==> src/rtl/seq_detector_param.sv <==
// Serial bit-pattern detector with a runtime-programmable pattern, length and overlap mode.
// Optional match counter is compiled in when SEQDET_COUNT_EN is defined.
module seq_detector_param #(
    parameter int PAT_W = 8,
    parameter int CNT_W = 8,
    localparam int LEN_W = $clog2(PAT_W + 1)
) (
    input  logic             clk,
    input  logic             reset,
    input  logic             cfg_load,
    input  logic [PAT_W-1:0] cfg_pat,
    input  logic [LEN_W-1:0] cfg_len,
    input  logic             cfg_overlap,
    input  logic             in_valid,
    input  logic             data_in,
    input  logic             cnt_clr,
    output logic             match,
    output logic [CNT_W-1:0] match_count,
    output logic [1:0]       state
);

    typedef enum logic [1:0] {
        ST_IDLE = 2'b00,
        ST_FILL = 2'b01,
        ST_HUNT = 2'b10
    } state_t;

    state_t           state_q;
    state_t           state_d;
    logic [PAT_W-1:0] pat_reg;
    logic [LEN_W-1:0] len_reg;
    logic             overlap_reg;
    logic [PAT_W-1:0] history;
    logic [LEN_W-1:0] fill;
    logic             match_q;

    logic [LEN_W-1:0] len_clamped;
    logic             accept;
    logic [PAT_W-1:0] history_next;
    logic [LEN_W-1:0] fill_next;
    logic             filled;
    logic [PAT_W-1:0] pat_mask;
    logic             hit;

    // Zero length degenerates to a single bit; oversize lengths use the whole register.
    always_comb begin
        len_clamped = cfg_len;
        if (cfg_len == '0) begin
            len_clamped = LEN_W'(1);
        end else if (cfg_len > LEN_W'(PAT_W)) begin
            len_clamped = LEN_W'(PAT_W);
        end
    end

    // A load in the same cycle takes priority, so the concurrent bit is dropped.
    assign accept       = in_valid && !cfg_load && (state_q != ST_IDLE);
    assign history_next = {history[PAT_W-2:0], data_in};
    assign fill_next    = (fill >= len_reg) ? len_reg : fill + LEN_W'(1);
    assign filled       = (fill_next >= len_reg);

    always_comb begin
        pat_mask = '0;
        for (int i = 0; i < PAT_W; i++) begin
            pat_mask[i] = (i < int'(len_reg));
        end
    end

    assign hit = accept && filled && (((history_next ^ pat_reg) & pat_mask) == '0);

    always_ff @(posedge clk) begin
        if (reset) begin
            pat_reg     <= '0;
            len_reg     <= LEN_W'(1);
            overlap_reg <= 1'b0;
            history     <= '0;
            fill        <= '0;
        end else if (cfg_load) begin
            pat_reg     <= cfg_pat;
            len_reg     <= len_clamped;
            overlap_reg <= cfg_overlap;
            history     <= '0;
            fill        <= '0;
        end else if (accept) begin
            history <= history_next;
            // Non-overlapping mode discards the bits consumed by the match.
            fill    <= (hit && !overlap_reg) ? '0 : fill_next;
        end
    end

    always_ff @(posedge clk) begin
        if (reset) begin
            state_q <= ST_IDLE;
            match_q <= 1'b0;
        end else begin
            state_q <= state_d;
            match_q <= hit;
        end
    end

    always_comb begin
        state_d = state_q;
        if (cfg_load) begin
            state_d = ST_FILL;
        end else if (accept) begin
            if (hit && !overlap_reg) begin
                state_d = ST_FILL;
            end else if (filled) begin
                state_d = ST_HUNT;
            end else begin
                state_d = ST_FILL;
            end
        end
    end

    assign match = match_q;
    assign state = state_q;

`ifdef SEQDET_COUNT_EN
    logic [CNT_W-1:0] count_q;

    // A clear coinciding with a hit still records that hit.
    always_ff @(posedge clk) begin
        if (reset) begin
            count_q <= '0;
        end else if (cnt_clr) begin
            count_q <= hit ? CNT_W'(1) : '0;
        end else if (hit && (count_q != '1)) begin
            count_q <= count_q + CNT_W'(1);
        end
    end

    assign match_count = count_q;
`else
    logic unused_cnt_clr;

    assign unused_cnt_clr = cnt_clr;
    assign match_count    = '0;
`endif

endmodule
==> config.mk <==
export PLATFORM = sky130hd
export DESIGN_NAME = seq_detector_param
export DESIGN_NICKNAME = d
export VERILOG_FILES = /design/src/rtl/seq_detector_param.sv
export SDC_FILE = /design/constraint.sdc
export NUM_CORES = 1
export LEC_CHECK = 0
export ABC_AREA = 0
export CORE_MARGIN = 4
export CORE_UTILIZATION = 35
export CTS_CLUSTER_SIZE = 16
export DETAILED_ROUTE_END_ITERATION = 8
export GPL_TIMING_DRIVEN = 1
export MAX_ROUTING_LAYER = met4
export PLACE_DENSITY = 0.71
export SLEW_MARGIN = 20
export SYNTH_ARGS = -nofsm -noshare
export SYNTH_HDL_FRONTEND = slang
export SYNTH_SLANG_ARGS = --single-unit
==> constraint.sdc <==
create_clock -name clk -period 2.8 [get_ports clk]
set_input_delay 0.28 -clock clk [delete_from_list [all_inputs] [get_ports clk]]
set_output_delay 0.28 -clock clk [all_outputs]
set_load 0.05 [all_outputs]
Word-level counts from Yosys, hierarchy flattened
Cells that the tools add are included.
{"block": "word_totals", "register_bits": 27, "input_bits": 19}
{"block": "op_classes", "bitwise": 2, "n_addsub": 1, "mux": 8, "n_reduce_logical": 12, "magnitude_cmp": 11}
{"operator": "less-than comparator 3 x 4 -> 1 bit (first input constant)", "n": 4}
{"operator": "two-way mux 4 bit", "n": 4}
{"operator": "AND 8 bit", "n": 1}
{"operator": ">= comparator 4 bit", "n": 2}
{"operator": "zero test 8 bit", "n": 1}
{"operator": "less-than comparator 1 x 4 -> 1 bit (first input constant)", "n": 2}
{"operator": "less-than comparator 2 x 4 -> 1 bit (first input constant)", "n": 2}
{"operator": "bitwise XOR 8 bit", "n": 1}
{"operator": "logical AND 1 bit", "n": 5}
{"operator": "adder 4 x 1 -> 4 bit (second input constant)", "n": 1}
{"operator": "> comparator 4 bit (second input constant)", "n": 1}
{"operator": "zero test 4 bit", "n": 1}
{"operator": "two-way mux 2 bit", "n": 2}
{"operator": "nonzero test 2 bit", "n": 2}
{"operator": "zero test 1 bit", "n": 2}
{"operator": "two-way mux 1 bit", "n": 2}
{"operator": "OR reduction 2 bit", "n": 1}

Depth between registers and ports, before layout
{"block": "depth", "word_depth": 9, "ltp_mapped": 13, "mapped_depth_nobuf": 13}

Least setup slack after synthesis
OpenSTA, ideal clock, no wires.
{"block": "synth_path", "path_kind": "register to register", "start": "register len_reg[2]", "end": "register fill[1]", "path_buffers": 0, "period_less_slack_ns": 2.632, "setup_ns": 0.087, "slack_ns": 0.168, "t_required_ns": 2.713, "stages_incl_launch_ff": 12, "t_arrival_ns": 2.545, "path_cell_list": "dfxtp_1 -> inv_1 -> ha_1 -> o21ai_0 -> o21bai_1 -> mux2i_1 -> inv_1 -> ha_1 -> a21oi_1 -> o21ai_0 -> and4bb_2 -> o31ai_1"}
{"block": "synth_via", "elab_chain_len": 7, "elab_cells_between_ends": 17, "classes_between": "10 x order compare; 2 x mux; 1 x bitwise; 4 x reduce/logical"}
{"element": "start: declaration", "line": "31", "source": "logic [LEN_W-1:0] len_reg;"}
{"element": "start signal: assignment", "line": "79", "source": "len_reg <= len_clamped;"}
{"element": ">= comparator 4 bit", "line": "58", "source": "assign fill_next = (fill >= len_reg) ? len_reg : fill + LEN_W'(1);"}
{"element": "two-way mux 4 bit", "line": "58"}
{"element": ">= comparator 4 bit", "line": "59", "source": "assign filled = (fill_next >= len_reg);"}
{"element": "logical AND 1 bit (2 in a row)", "line": "68", "source": "assign hit = accept && filled && (((history_next ^ pat_reg) & pat_mask) == '0);"}
{"element": "logical AND 1 bit", "line": "86", "source": "fill <= (hit && !overlap_reg) ? '0 : fill_next;"}
{"element": "two-way mux 4 bit (*)", "line": "86"}
{"element": "end signal: assignment", "line": "86"}
{"element": "end: declaration", "line": "34", "source": "logic [LEN_W-1:0] fill;"}
Every way passes the cells marked *; elsewhere a longest branch is shown, timed or not.
A chain may end at the register's enable or synchronous reset.

Worst setup path in the final report
{"block": "layout_path", "start": "register fill[0]", "end": "register fill[3]"}
{"block": "layout_via", "elab_chain_len": 7, "elab_cells_between_ends": 8, "classes_between": "1 x add/sub; 2 x order compare; 2 x mux; 3 x reduce/logical"}
{"element": "adder 4 x 1 -> 4 bit or >= comparator 4 bit (tied branches)", "line": "58"}
{"element": "two-way mux 4 bit (*)", "line": "58"}
{"element": ">= comparator 4 bit", "line": "59"}
{"element": "logical AND 1 bit (2 in a row)", "line": "68"}
{"element": "logical AND 1 bit", "line": "86"}
{"element": "two-way mux 4 bit (*)", "line": "86"}
Marked as above.

==> impl_metrics.tcl <==
set metrics [dict create \
    status "finished, final reports clean" \
    n_antenna_cell 0 \
    fin_skew_ns 0.00236 \
    dieArea_um2 5330 \
    pre_cts_slack_ns -0.00657 \
    grt_overflow 0 \
    reg2regPathDepth 12 \
    clkLatencyLatePin_ns 0.28 \
    dpl.cell_count 247 \
    synth-seq-cells 27 \
    start_util_pct 36.5 \
    wl_per_cell_um 12.7 \
    postSynthAreaPerCell_um2 8.51 \
    post-dp-hpwl_mm 2.34 \
    drt_iter0_markers 47 \
    critPathMaxFanout 6 \
    antenna_found_initial 0 \
    nets 231 \
    ir_worst_vdd_mv 0.235 \
    seq_area_frac_synth_pct 36.5 \
    cp-endpoint "fill[3]" \
    async_flop_share_pct 0 \
    start_kind "flop" \
    drt_wl_total_mm 3.20 \
    grt_max_degree 17 \
    grt_pass1_vias 1135 \
    required_ns 3.00 \
    synth_ff_type "dfxtp_1" \
    grt_pass1_wl_mm 5.18 \
    place_congestion 0.907 \
    synth.largest_area_cell "dfxtp_1" \
    syn_area_um2 1480 \
    timing_hold_violations_final 0 \
    timing.hold.ws_ns 0.474 \
    core_um2 4060 \
    die_w_um 73.0 \
    cts_made_buffers 3 \
    yosys.cell_count.top_type "dfxtp_1" \
    layoutNonFillerInstCount 252 \
    drcViolationCount 0 \
    worstPathArrival_ns 2.86 \
    yosysUniqueCellTypes 34 \
    r2r-end "fill[3]" \
    p_leak_nw 0.755 \
    setup_viol 0 \
    postCtsHoldBufs 0 \
    finalCritPeriodShare_pct 94.9 \
    root_buffer "clkbuf_8" \
    cpPeakStageDelay_ns 0.34 \
    crit_chain "inv_1 > ha_1 > nand2b_1 > a211oi_2 > o21bai_4 > mux2i_2 > inv_1 > ha_1 > a21oi_1 > o21ai_2 > and4bb_2 > o31ai_2" \
    synth_commonest_cells "dfxtp_1 (27), nand2_1 (21), nor2_1 (20)" \
    syn_to_final_growth_pct 25.7 \
    power.density_nw_per_um2 457 \
    first_pass_iters 4 \
    min_from "history[6]" \
    reg2reg_from "fill[0]" \
    die_h_um 73.0 \
    synth_top_area_share_pct 36.5 \
    portBuffers 20 \
    boundaryPins 30 \
    synth_edf_count 0 \
    slowest_stage "dfxtp_1" \
    cp-end-kind "flop" \
    r2r_slack_ns 0.14 \
    cts_buffer_depth 2 \
    vias 1239 \
    clkTransAtPathRegs_ns 0.09 \
    cts_tree "built" \
    avgViaCountPerCell 4.92 \
    synth_warnings 0 \
    final_antenna_net_count 0 \
    largest_register_ffs 8 \
    std_cell_rows 23 \
    synth_area_leaders "dfxtp_1 (37%), mux2i_1 (9.5%), ha_1 (7.6%)" \
    htree_levels 1 \
    drive_gt1_share_pct 13.4 \
    cts.sinks 27 \
    critPathLaunch "fill[0]" \
    cap_viol_max_count 0 \
    clock.fmax_mhz 376 \
    hold_path_class "reg -> reg" \
    min_period_ns 2.66 \
    finalMaxSlewViolations 0 \
    critPathKind "reg -> reg" \
    fin_ws_ns 0.142 \
    track_usage_pct 12.8 \
    syn-instance-count 174 \
]
==> layer usage <==
layer	vias up	global-route usage, %	wire [µm]
met3	6	3.44	164
li1	634	-	-
met2	25	20.1	1560
met4	0	4.51	53
met1	574	15.8	1410
met5	-	-	0
==> where the power goes <==
group / internal [mW] / total, mW / switching, mW
Sequential: 0.399 / 0.409 / 0.0106
Clock: 0.101 / 0.227 / 0.126
Combinational: 0.0950 / 0.214 / 0.119
Total: 0.595 / 0.851 / 0.256
==> worst max-delay path: cells and delay by family (launching register included) <==
family / cells / cell delay, ns
AOI/OAI and AO/OA: 5 / 0.91
adders and majority gates: 2 / 0.54
buffers and inverters: 2 / 0.11
DFF: 1 / 0.34
muxes: 1 / 0.23
and+or+nand+nor: 2 / 0.45
==> what timing repair did <==
item | 4_1_cts | 5_1_grt
setup endpoints to repair | 4 | 6
endpoints found under the hold margin | 0 | 0
buffers inserted | 0 | 1
pin swaps | 0 | 3
gates resized for setup | 1 | 10
==> cell usage in the layout (no fill, tap or decap), drive strengths merged, types with 6 or more instances in the layout <==
cell,n
conb,8
buf,12
clkdlybuf4s50,20
a21oi,12
nor2,20
mux2i,14
ha,9
nand2b,6
dfxtp,27
xnor2,9
inv,9
nand2,21
==> worst min-delay path by stage <==
stage,endpoint,slack [ns],cells after the start
global placement,history[6],0.46,2
finish,history[6],0.47,2
detailed placement,history[6],0.46,2
floorplan,len_reg[2],0.35,1
global route,history[6],0.49,2
CTS,history[6],0.48,2
==> cell type report <==
class	count	area [µm²]
multi-input cells	130	885
repair buffers	32	290
fillers	402	2200
clock inverters	1	7.51
clock buffers	3	41.3
inverters	9	33.8
flip-flops and latches	27	541
well taps	50	62.6
==> cells by family after synthesis <==
kind of cell	count (synthesis)	share of synthesized area, %
compound gates	33	14.3
xor+xnor	10	5.92
fa+ha+maj	9	7.61
buf+inv	24	8.62
flops	27	36.5
mux	14	9.47
other cells	1	0.253
simple gates	56	17.3
==> stage by stage <==
| stage | util (%) | instance area (µm²) | setup TNS, ns | power [mW] |
|---|---|---|---|---|
| finish | 45.9 | 1860 | 0 | 0.851 |
| global route | 45.9 | 1860 | -0.150 | 0.900 |
| CTS | 44.6 | 1810 | 0 | 0.844 |
| detailed placement | 43.3 | 1760 | -0.00657 | 0.614 |
| global placement | 43.3 | 1760 | 0 | 0.611 |
| floorplan | - | 1510 | 0 | 0.559 |
(Power assumes the default switching activity.)
